==> config.mk <==
export PLATFORM = sky130hd
export DESIGN_NAME = daojishi_flat
export DESIGN_NICKNAME = d
export VERILOG_FILES = /design/src/rtl/daojishi_if.sv /design/src/rtl/daojishi.sv /design/src/flat_wrapper.sv
export SDC_FILE = /design/constraint.sdc
export NUM_CORES = 1
export LEC_CHECK = 0
export ABC_AREA = 1
export BUFFER_PORTS_ARGS = -buffer_cell sky130_fd_sc_hd__clkbuf_2
export CAP_MARGIN = 20
export CORE_UTILIZATION = 55
export DETAILED_ROUTE_END_ITERATION = 16
export MAX_ROUTING_LAYER = met4
export PLACE_DENSITY = 0.75
export SETUP_SLACK_MARGIN = 0.1
export SYNTH_ARGS = -nofsm -noshare
export SYNTH_HDL_FRONTEND = slang
export SYNTH_SLANG_ARGS = --single-unit
export TNS_END_PERCENT = 100
==> constraint.sdc <==
create_clock -name clock -period 1.9 [get_ports clock]
set_input_delay 0.19 -clock clock [delete_from_list [all_inputs] [get_ports clock]]
set_output_delay 0.19 -clock clock [all_outputs]
set_load 0.02 [all_outputs]
==> src/rtl/daojishi_if.sv <==
// rtl/daojishi_if.sv - control and display signals of the daojishi countdown timer
interface daojishi_if;
   logic [7:0] settime;
   logic       load;
   logic       start;
   logic       pause;
   logic [3:0] code1;
   logic [3:0] code2;
   logic       running;
   logic       done;

   modport master (
      output settime, load, start, pause,
      input  code1, code2, running, done
   );

   modport slave (
      input  settime, load, start, pause,
      output code1, code2, running, done
   );
endinterface

==> src/rtl/daojishi.sv <==
// rtl/daojishi.sv - two-digit BCD countdown timer with prescaler, pause/resume and done pulse
module daojishi #(
   parameter int unsigned TICKDIV = 50000000
) (
   input logic       clock,
   input logic       reset,
   daojishi_if.slave bus
);
   localparam int unsigned PW = (TICKDIV > 2) ? $clog2(TICKDIV) : 1;
   localparam logic [PW-1:0] TICK_LAST = PW'(TICKDIV - 1);

   typedef enum logic [1:0] {ST_IDLE, ST_RUN, ST_PAUSE, ST_DONE} state_t;

   state_t        state, state_next;
   logic [3:0]    tens, tens_next;
   logic [3:0]    ones, ones_next;
   logic [PW-1:0] presc, presc_next;
   logic          done_r, done_next;
   logic [3:0]    load_tens, load_ones;
   logic          is_zero;

   assign load_tens = (bus.settime[7:4] > 4'd9) ? 4'd9 : bus.settime[7:4];
   assign load_ones = (bus.settime[3:0] > 4'd9) ? 4'd9 : bus.settime[3:0];
   assign is_zero   = (tens == 4'd0) && (ones == 4'd0);

   always_ff @(posedge clock) begin
      if (reset) begin
         state  <= ST_IDLE;
         tens   <= 4'd0;
         ones   <= 4'd0;
         presc  <= '0;
         done_r <= 1'b0;
      end else begin
         state  <= state_next;
         tens   <= tens_next;
         ones   <= ones_next;
         presc  <= presc_next;
         done_r <= done_next;
      end
   end

   always_comb begin
      state_next = state;
      tens_next  = tens;
      ones_next  = ones;
      presc_next = presc;
      done_next  = 1'b0;
      // load aborts from any state except RUN, where it is ignored
      if (bus.load && (state != ST_RUN)) begin
         state_next = ST_IDLE;
         tens_next  = load_tens;
         ones_next  = load_ones;
         presc_next = '0;
      end else begin
         case (state)
            ST_IDLE: begin
               if (bus.start && !is_zero) state_next = ST_RUN;
            end
            ST_RUN: begin
               // a tick landing on a pause edge is dropped; prescaler stays at TICK_LAST
               if (bus.pause) begin
                  state_next = ST_PAUSE;
               end else if (presc == TICK_LAST) begin
                  presc_next = '0;
                  if (ones != 4'd0) begin
                     ones_next = ones - 4'd1;
                  end else begin
                     ones_next = 4'd9;
                     tens_next = tens - 4'd1;
                  end
                  if ((tens == 4'd0) && (ones == 4'd1)) begin
                     state_next = ST_DONE;
                     done_next  = 1'b1;
                  end
               end else begin
                  presc_next = presc + 1'b1;
               end
            end
            ST_PAUSE: begin
               if (!bus.pause && bus.start) state_next = ST_RUN;
            end
            ST_DONE: begin
               presc_next = '0;
            end
            default: state_next = ST_IDLE;
         endcase
      end
   end

   assign bus.code1   = tens;
   assign bus.code2   = ones;
   assign bus.running = (state == ST_RUN);
   assign bus.done    = done_r;
endmodule

==> src/flat_wrapper.sv <==
// flat-port wrapper written by rule: the top's interface ports become plain ports
module daojishi_flat 
#(
   parameter int unsigned TICKDIV = 50000000
)
  (clock, reset, bus_settime, bus_load, bus_start, bus_pause, bus_code1, bus_code2, bus_running, bus_done);
  daojishi_if bus_i ();
  input logic clock;
  input logic reset;
  input wire logic [$bits(bus_i.settime)-1:0] bus_settime;
  input wire logic [$bits(bus_i.load)-1:0] bus_load;
  input wire logic [$bits(bus_i.start)-1:0] bus_start;
  input wire logic [$bits(bus_i.pause)-1:0] bus_pause;
  output wire logic [$bits(bus_i.code1)-1:0] bus_code1;
  output wire logic [$bits(bus_i.code2)-1:0] bus_code2;
  output wire logic [$bits(bus_i.running)-1:0] bus_running;
  output wire logic [$bits(bus_i.done)-1:0] bus_done;
  assign bus_i.settime = bus_settime;
  assign bus_i.load = bus_load;
  assign bus_i.start = bus_start;
  assign bus_i.pause = bus_pause;
  assign bus_code1 = bus_i.code1;
  assign bus_code2 = bus_i.code2;
  assign bus_running = bus_i.running;
  assign bus_done = bus_i.done;
  daojishi #(.TICKDIV(TICKDIV)) u_core (.clock(clock), .reset(reset), .bus(bus_i));
endmodule
# Word-level counts from Yosys, hierarchy flattened
# Index checks and enable logic that the tools add are counted.
dict set report classes {
  reduce_logical 21
  add_sub_neg 3
  magnitude_cmp 2
  muxes 22
  n_eq_ne 13
  multipliers 0
  n_bitwise 2
  div_mod_pow 0
  shifts 0
}
# op count
set ops {}
lappend ops {{26-bit 2-to-1 mux} 2}
lappend ops {{26-bit case mux with 2 select lines} 1}
lappend ops {{4-bit 2-to-1 mux} 12}
lappend ops {{26-bit by 1-bit adder with 26-bit output (second input constant)} 1}
lappend ops {{26-bit equality test (second input constant)} 1}
lappend ops {{2-bit 2-to-1 mux} 5}
lappend ops {{2-bit by 1-bit != test with 1-bit output (second input constant)} 5}
lappend ops {{4-bit > comparator (second input constant)} 2}
lappend ops {{4-bit logical NOT} 2}
lappend ops {{4-bit by 1-bit subtractor with 4-bit output (second input constant)} 2}
lappend ops {{3-bit by 2-bit != test with 1-bit output (second input constant)} 2}
lappend ops {{2-bit case mux with 3 select lines} 1}
lappend ops {{2-bit nonzero test} 3}
lappend ops {{1-bit logical AND} 5}
lappend ops {{5-bit AND reduction} 1}
lappend ops {{5-bit OR reduction} 1}
lappend ops {{2-bit equality test (second input constant)} 2}
lappend ops {{4-bit by 1-bit equality test with 1-bit output (second input constant)} 1}
lappend ops {{4-bit AND reduction} 1}
lappend ops {{4-bit nonzero test} 1}
lappend ops {{3-bit AND reduction} 1}
lappend ops {{3-bit nonzero test} 1}
lappend ops {{2-bit by 1-bit equality test with 1-bit output (second input constant)} 1}
lappend ops {{1-bit logical NOT} 2}
lappend ops {{6 further kinds} 7}
dict set report totals {
  mem_count 0
  romBits 0
  latch_bits 0
  register_bits 37
  output_inout_bits 10
  ramBits 0
  input_bits 13
  wordCells 68
}

# Logic depth before layout (Yosys ltp)
# Gate-level depths: netlist of run 1.
dict set report logic_depth {
  word_depth 6
  mapped_depth 11
  depth_no_buf 11
}

# Worst setup path before layout of run 1
# Ideal clock, no wire load.
dict set report synth_timing {
  kind {register -> register}
  from {reg u_core.presc[0]}
  to {reg u_core.presc[11]}
  path_stages_with_launch 12
  slack_ps 404
  period_less_slack_ps 1496
  arrival_ps 1380
  t_required_ps 1784
  path_cell_list {dfxtp_1 ha_1 inv_1 nor2_4 nand2_2 nor2_4 nand2_1 nand2_1 nand2_2 nand2_4 buf_6 nor2_1}
}
dict set report synth_via {
  elab_chain_cells 4
}
# item line
set synth_rtl {}
lappend synth_rtl {{start, declared} daojishi.sv:17} ;# logic [PW-1:0] presc, presc_next;
lappend synth_rtl {{start signal, assigned} daojishi.sv:37} ;# presc <= presc_next;
lappend synth_rtl {{26-bit by 1-bit adder with 26-bit output / 26-bit equality test (equally long branches)} {daojishi.sv:76, daojishi.sv:63}}
lappend synth_rtl {{26-bit 2-to-1 mux (*)} daojishi.sv:63} ;# end else if (presc == TICK_LAST) begin
lappend synth_rtl {{26-bit 2-to-1 mux (*)} daojishi.sv:61} ;# if (bus.pause) begin
lappend synth_rtl {{26-bit case mux with 2 select lines (*)} daojishi.sv:55} ;# case (state)
# Every way passes the cells marked *; elsewhere a longest branch is shown, timed or not. The select of a mux whose other input is x is not followed.
# A chain may end at the register's enable or synchronous reset.

# Final worst setup path of run 1
dict set report layout_timing {
  from {reg u_core.presc[0]}
  to {reg u_core.presc[22]}
}
# The elaborated chain is that of the path after synthesis.

==> reports/summary.txt, run 1 <==
status - complete, no violations
Synth Cell Area - 2320 um2
routed len/inst - 12.13 um
antenna diode count - 0
Critical Path Sink Type - flop
Leak - 1.017 nW
Worst Path Required - 2080 ps
Final Max Tran Viols - 0
Detailed Route WL - 5398 um
GRT Resource Usage Total - 26.95%
initial cell density of the core - 57.58%
global-route wire length before repair - 8721 um
final setup skew - 3.419 ps
post-route DRC violation count - 0
VDD IR max - 481.8 uV
Cell Rows - 23
htree depth - 2
setup TNS - 0 ps
Post-synth EDFFs - 0
GRT overflow - 0
crit path kind - reg -> reg
CTS Buf Count - 5
TritonCTS clock tree - done
Placer Congestion - 0.9519
hold buffers post-CTS - 0
minimum clock period - 1666 ps
worst path arrival time - 1850 ps
worst-skew pair later-pin latency - 290 ps
fraction of registers with async set/reset - 0%
post-DP HPWL - 4150 um
die span in y - 66.95 um
Layout Nets - 409
biggest area consumer among synthesized cells - dfxtp_1
Iter 0 DRT Violations - 94
Yosys cell types - 35
post-synthesis sequential area ratio - 31.93%
Vias per Instance - 5.202
share of the synthesized area in the top cell type - 31.93%
Worst slew margin - 76.08%
Area Overhead vs Synth - 10.63%
Setup Buffers After CTS - 0
ANT nets after route - 0
Max Cap Viol - 0
largest net degree at the start of global routing - 16
most common cell after layout, fill and taps aside - nand2_1
Synth Flop Type - dfxtp_1
CTS Sinks - 37
RSZ-0062 raised after global routing - no
total number of vias - 2315
Die ar. - 4482 um2
Avg Cell Area, Syn - 6.338 um2
worst min path class - in -> reg
Filler cells - 386
drt first pass iters - 4
initial antenna violation count - 0
Cell Chain, Critical Path - ha_1, inv_1, nor2_4, nand2_2, nor2_4, nand2_1, nand2_1, nand2_2, nand2_4, nor3_1
Clock Path Buffers - 2
Ys Warns - 0
Worst setup SP type - flop
CTS clock-pin slew for the worst setup and hold paths - 70 ps
CP top delay family - simple AND/OR/NAND/NOR gates
worst-margin pin slew - 356.0 ps
Final Cell Area - 2566 um2
Synth area leaders - dfxtp_1 (32%), nand2_1 (13%), nor2_1 (9.7%)
die span in x - 66.95 um
highest fanout seen on the critical path - 15
port buffer count - 22
most frequent cells in the layout - nand2_1 (83), nor2_1 (60), inv_1 (44), nand3_1 (37), dfxtp_1 (37)
slowest stage delay, CP - 380 ps
FF+latch count, synth - 37
IO Pins - 23
vias in the first global route - 1995
max frequency - 0.6001 GHz
Core ar. - 4029 um2
CTS Root Cell - clkbuf_8
slowest CP cell - dfxtp_1
Post-Synthesis Cells - 366
DP Area - 2476 um2
Buf/Inv on CP - 1
final setup vio count - 0
Post-Syn Nets - 381
share of cells above drive strength 1 - 14.68%
PwrDens - 667.9 nW/um2
Final Hold Viols - 0
Final Cycle Share - 87.70%
-- final timing paths --
check	endpoint	startpoint	slack (ps)	cells past startpoint
setup / recovery	u_core.presc[22]$_SDFFE_PP0P_	u_core.presc[0]$_SDFFE_PP0P_	230	10
hold / removal	u_core.bus.code1[2]$_SDFFE_PP0P_	reset	180	2
setup reg to reg	u_core.presc[22]$_SDFFE_PP0P_	u_core.presc[0]$_SDFFE_PP0P_	230	10
hold reg to reg	u_core.bus.code1[2]$_SDFFE_PP0P_	u_core.bus.code1[2]$_SDFFE_PP0P_	490	2
-- kinds of logic (layout without fill, tap and decap cells) --
| logic type | count (synthesis) | count (layout) | share of synthesized area (%) |
|---|---|---|---|
| AND/OR/NAND/NOR | 220 | 220 | 43.42 |
| AO/OA/AOI/OAI | 50 | 50 | 11.65 |
| buffers and inverters | 50 | 79 | 9.277 |
| flip-flops | 37 | 37 | 31.93 |
| XOR/XNOR | 7 | 7 | 2.643 |
| adder cells (fa/ha/maj) | 2 | 2 | 1.079 |
-- flip-flops by register name, indices dropped and copies added (netlist names) --
signal	flops
u_core.presc	26
u_core.state	2
u_core.bus.done	1
u_core.bus.code2	4
u_core.bus.code1	4
-- power breakdown --
group,switching (mW),total (mW),internal (mW)
registers,0.0313,0.835,0.803
logic,0.228,0.348,0.119
clock network,0.271,0.532,0.261
-- area by class of cell --
cell class                      count  area, um2  area share (%)
Clock buffer                        8      80.08           3.120
Inverter                           45      168.9           6.582
Multi-Input combinational cell    279       1374           53.53
Sequential cell                    37      740.7           28.86
Tap cell                           50      62.56           2.438
Timing Repair Buffer               26      140.1           5.461
-- metrics by stage --
stage | util, % | hold slack, ps | setup slack [ps] | total power, mW | cells
4_1_cts | 63.45 | 178.4 | 218.0 | 1.718 | 445
3_5_place_dp | 61.46 | 482.6 | 233.0 | 1.195 | 437
6_report | 63.70 | 182.9 | 233.6 | 1.714 | 445
5_1_grt | 63.70 | 194.5 | 93.77 | 1.803 | 445
3_3_place_gp | 61.46 | 477.5 | 270.9 | 1.191 | 437
2_1_floorplan | - | 259.1 | 404.2 | 1.108 | 366
-- layer usage --
metal  up-vias  global-route usage, %  part of all wire, %
met2        52                  47.10                   48
met4         0                  10.37                  1.5
met3         8                  5.479                  4.4
met1      1029                  29.84                   46
met5         -                      -                    0
li1       1226                      -                    -
-- synth_stat cells (all sizes together) (2+ instances only) --
cell type and number:
nand2 92, nor2 74, inv 45, nand3 38, dfxtp 37, a21oi 24
o21ai 19, buf 5, nor3 5, xor2 4, nand4 3, or2 3
xnor2 3, ha 2, nor3b 2
-- timing repair --
item                                    in CTS  in global routing
endpoints found under the hold margin        0                  0
endpoints found under the setup margin       0                  4
resized for setup                            0                  2
Note: power is estimated with default switching activity, not from simulation.
==> run 2, diff against run 1 <==
- BUFFER_PORTS_ARGS: -buffer_cell sky130_fd_sc_hd__clkbuf_2 -> -buffer_cell sky130_fd_sc_hd__buf_2
==> reports/summary.txt, run 2 (synthesis results as in run 1) <==
status - complete, no violations
CTS Sinks - 37
crit path kind - reg -> reg
worst-skew pair later-pin latency - 290 ps
setup TNS - 0 ps
die span in y - 66.95 um
die span in x - 66.95 um
number of flip-flops in the largest register - 26
Area Overhead vs Synth - 11.33%
slowest CP cell - dfxtp_1
most common cell after layout, fill and taps aside - nand2_1
post-route DRC violation count - 0
flop2flop setup slack - 260 ps
vias in the first global route - 1970
Cell Chain, Critical Path - ha_1, inv_1, nor2_4, nand2_2, nor2_4, nand2_1, nand2_1, nand2_2, nand2_8, nor3_1
CTS Root Cell - clkbuf_8
largest reg by FF count - u_core.presc
Die ar. - 4482 um2
worst-margin pin slew - 308.8 ps
routed len/inst - 11.63 um
total number of vias - 2313
RSZ-0062 raised after global routing - yes
Worst setup SP type - flop
max frequency - 0.6111 GHz
Worst setup startpoint - u_core.presc[0]$_SDFFE_PP0P_
Final Cycle Share - 86.13%
worst r2r src - u_core.presc[0]$_SDFFE_PP0P_
worst r2r path cells - 10
GRT overflow - 0
worst min path class - in -> reg
Final Hold Viols - 0
final setup skew - 4.052 ps
global-route wire length before repair - 8569 um
post-DP HPWL - 4046 um
largest net degree at the start of global routing - 16
PwrDens - 672.9 nW/um2
Setup crit end - u_core.presc[22]$_SDFFE_PP0P_
Iter 0 DRT Violations - 138
Final Max Tran Viols - 0
Vias per Instance - 5.209
most frequent cells in the layout - nand2_1 (83), nor2_1 (60), inv_1 (44), nand3_1 (37), dfxtp_1 (36)
Core ar. - 4029 um2
highest fanout seen on the critical path - 15
CTS Buf Count - 5
Leak - 1.028 nW
minimum clock period - 1637 ps
Filler cells - 405
initial antenna violation count - 0
Max Cap Viol - 0
Layout Nets - 409
RR Endpoint - u_core.presc[22]$_SDFFE_PP0P_
drt first pass iters - 5
Cell Rows - 23
slowest stage delay, CP - 380 ps
Detailed Route WL - 5163 um
Worst slew margin - 79.25%
Worst Path Required - 2080 ps
htree depth - 2
VDD IR max - 419.0 uV
Sequential cell area - 742.0 um2
CTS clock-pin slew for the worst setup and hold paths - 70 ps
multi-input logic area - 1383 um2
initial cell density of the core - 57.58%
ANT nets after route - 0
Placer Congestion - 0.9293
Final Cell Area - 2582 um2
GRT Resource Usage Total - 26.14%
Critical Path Sink Type - flop
worst path arrival time - 1820 ps
final setup vio count - 0
DP Area - 2476 um2
Clock Path Buffers - 2
share of cells above drive strength 1 - 15.23%
antenna diode count - 0
TritonCTS clock tree - done
IO Pins - 23
port buffer count - 22
==> run 2: cell types whose count changed in the layout (fill, tap and decap cells not counted), sizes merged <==
| cell | change |
|---|---|
| clkbuf | -23 |
| buf | +22 |
==> run 2: routing by layer <==
metal	wire length [um]	vias to the layer above	GRT usage, %
met4	79	0	8.511
met3	276	7	5.137
li1	-	1225	-
met5	0	-	-
met1	2371	1014	30.45
met2	2435	67	44.70
==> run 2: metrics by stage <==
| step | std cells | total power [mW] | hold WS (ps) | worst slack (ps) | utilization [%] |
|---|---|---|---|---|---|
| 5_1_grt | 444 | 1.823 | 184.9 | 92.00 | 64.10 |
| 3_5_place_dp | 437 | 1.194 | 483.7 | 228.7 | 61.46 |
| 3_3_place_gp | 437 | 1.191 | 474.0 | 270.2 | 61.46 |
| 6_report | 444 | 1.738 | 177.6 | 263.5 | 64.10 |
| 2_1_floorplan | 366 | 1.108 | 259.1 | 404.2 | - |
| 4_1_cts | 444 | 1.743 | 170.3 | 214.9 | 63.60 |
==> run 2: critical path, delay by kind of cell, from the launching register on <==
kind	cells	cell delay, ps
buffers and inverters	1	70
flip-flops	1	380
AND/OR/NAND/NOR	8	920
adder cells (fa/ha/maj)	1	160
==> run 2: worst min path at each step <==
| stage | startpoint | endpoint | slack (ps) | cells after the start |
|---|---|---|---|---|
| final | reset | u_core.bus.code1[3]$_SDFFE_PP0P_ | 180 | 2 |
| after global routing | reset | u_core.bus.code1[2]$_SDFFE_PP0P_ | 180 | 2 |
| after CTS | reset | u_core.bus.code1[3]$_SDFFE_PP0P_ | 170 | 2 |
| after detailed placement | u_core.bus.code1[2]$_SDFFE_PP0P_ | u_core.bus.code1[2]$_SDFFE_PP0P_ | 480 | 2 |
| after global placement | reset | u_core.bus.code1[3]$_SDFFE_PP0P_ | 470 | 2 |
| after floorplan | reset | u_core.bus.code1[1]$_SDFFE_PP0P_ | 260 | 1 |
==> run 2: area by class of cell <==
class,count,area share (%)
multi-input combinational,279,53.54
sequential,37,28.73
inverter,45,6.541
timing repair buffer,26,5.426
clock buffer,7,3.343
tap,50,2.422
==> run 2: report_power, final <==
group	leakage [nW]	total [mW]	internal, mW	switching [mW]
clock network	0.0443	0.556	0.288	0.268
logic	0.683	0.348	0.121	0.228
registers	0.300	0.834	0.803	0.0305
==> run 2: repair_timing <==
item	CTS	global route
resized for setup	0	4
setup buffers	0	0
hold buffers	0	0
setup endpoints to repair	0	20
==> run 3, diff against run 2 <==
- CELL_PAD_IN_SITES_DETAIL_PLACEMENT: not set -> 1
- CELL_PAD_IN_SITES_GLOBAL_PLACEMENT: not set -> 1
- CORE_MARGIN: not set -> 2
- CORE_UTILIZATION: 55 -> 41
- PLACE_DENSITY: 0.75 -> not set
- PLACE_DENSITY_LB_ADDON: not set -> 0.1
==> reports/summary.txt, run 3 (synthesis results as in run 1) <==
status - complete, no violations
worst-margin pin slew - 324.8 ps
antenna diode count - 0
Flop pwr share - 47.3%
largest net degree at the start of global routing - 16
Fin Hold WS - 151.1 ps
Placer Congestion - 0.8687
Cell Rows - 27
switching power total - 0.5783 mW
share of cells above drive strength 1 - 16.92%
clock network power share - 31.5%
slowest stage delay, CP - 360 ps
max frequency - 0.5863 GHz
Clock Path Buffers - 2
Switching Share - 32.71%
IO Pins - 23
Iter 0 DRT Violations - 81
number of flip-flops in the largest register - 26
total number of vias - 2401
Core ar. - 5473 um2
M1 GR Usage - 27.48%
final setup vio count - 0
Worst slew margin - 78.27%
global-route wire length before repair - 11310 um
Cell Chain, Critical Path - ha_1, inv_1, nor2_4, nand2_2, nor2_4, nand2_1, nand2_1, nand2_4, nand2_4, nor3b_1
post-route DRC violation count - 0
highest fanout seen on the critical path - 7
placed insts - 462
most frequent cells in the layout - nand2_1 (83), nor2_1 (60), inv_1 (44), nand3_1 (37), dfxtp_1 (36)
die span in y - 79.22 um
Layout Nets - 416
CTS Root Cell - clkbuf_8
Area Overhead vs Synth - 15.75%
largest reg by FF count - u_core.presc
Critical Path Sink Type - flop
port buffer count - 22
most common cell after layout, fill and taps aside - nand2_1
PwrDens - 658.4 nW/um2
post-DP HPWL - 5292 um
Final Cycle Share - 89.77%
Die ar. - 6276 um2
htree depth - 2
Post-Layout Cell Count - 474
worst path arrival time - 1900 ps
Detailed Route WL - 6778 um
most used routing layer in global routing - met2
CTS Buf Count - 5
VDD IR max - 400.7 uV
initial cell density of the core - 42.39%
GRT Resource Usage Total - 23.49%
Max Cap Viol - 0
crit path kind - reg -> reg
met2 Usage GRT - 41.27%
final setup skew - 4.559 ps
CTS clock-pin slew for the worst setup and hold paths - 80 ps
hold buffers post-CTS - 0
Worst Path Required - 2090 ps
worst min path class - in -> reg
minimum clock period - 1706 ps
Leak - 1.083 nW
Vias per Instance - 5.065
die span in x - 79.22 um
combinational power share - 21.2%
grt met3 use - 3.750%
Filler cells - 783
setup TNS - 0 ps
vias in the first global route - 2428
Final Hold Viols - 0
ANT nets after route - 0
internal power - 1.189 mW
Pwr Total - 1.768 mW
Final Max Tran Viols - 0
Worst setup SP type - flop
initial antenna violation count - 0
routed len/inst - 14.30 um
GRT overflow - 0
RSZ-0062 raised after global routing - yes
slowest CP cell - dfxtp_1
worst-skew pair later-pin latency - 300 ps
TritonCTS clock tree - done
drt first pass iters - 4
CTS Sinks - 37
[run 3: cell count changes in the layout (fill, tap and decap cells not counted), sizes merged]
cell,before,now
buf,26,32
clkinv,0,2
clkbuf,7,6
nand2,92,93
[run 3: cell type report]
class	instances	area [um2]	area share, %
multi-input cells	280	1404	52.28
clock buffers	6	72.57	2.703
repair buffers	32	197.7	7.363
flip-flops and latches	37	742.0	27.63
inverters	45	168.9	6.291
clock inverters	2	10.01	0.3728
well taps	72	90.09	3.355
[run 3: stage by stage]
| stage | setup slack, ps | utilization [%] | cell area, um2 |
|---|---|---|---|
| floorplan | 404.2 | - | 2320 |
| global placement | 219.0 | 46.16 | 2526 |
| detailed placement | 156.7 | 46.16 | 2526 |
| CTS | 131.6 | 47.67 | 2609 |
| global route | 45.63 | 49.06 | 2685 |
| finish | 194.4 | 49.06 | 2685 |
[run 3: worst max-delay path: cells and delay by family (launching register included)]
kind | cells | cell delay, ps
buffers and inverters | 1 | 70
adder cells (fa/ha/maj) | 1 | 170
AND/OR/NAND/NOR | 8 | 990
flip-flops | 1 | 360
[run 3: timing repair]
action | 4_1_cts | 5_1_grt
gates resized for setup | 0 | 6
endpoints found under the setup margin | 0 | 25
buffers inserted | 0 | 3
[run 3: power groups by stage]
stage	sequential (mW)	clock [mW]	combinational [mW]
3_3_place_gp	0.852	0	0.355
4_1_cts	0.836	0.562	0.361
6_report	0.836	0.558	0.374
5_1_grt	0.841	0.601	0.426
2_1_floorplan	0.873	0	0.235
3_5_place_dp	0.853	0	0.359
[run 3: per-layer routing]
metal	vias up	share of wire [%]	wire [um]
met5	-	0	0
met4	0	1.8	120
met3	8	2.7	186
met2	31	50	3359
met1	1117	46	3112
li1	1245	-	-
[run 3: final timing paths]
check	from	endpoint	slack [ps]	cells past startpoint
setup reg to reg	u_core.presc[1]$_SDFFE_PP0P_	u_core.presc[10]$_SDFFE_PP0P_	190	10
hold / removal	reset	u_core.bus.code2[1]$_SDFFE_PP0P_	150	2
hold reg to reg	u_core.bus.code1[1]$_SDFFE_PP0P_	u_core.bus.code1[1]$_SDFFE_PP0P_	490	2
setup / recovery	u_core.presc[1]$_SDFFE_PP0P_	u_core.presc[10]$_SDFFE_PP0P_	190	10
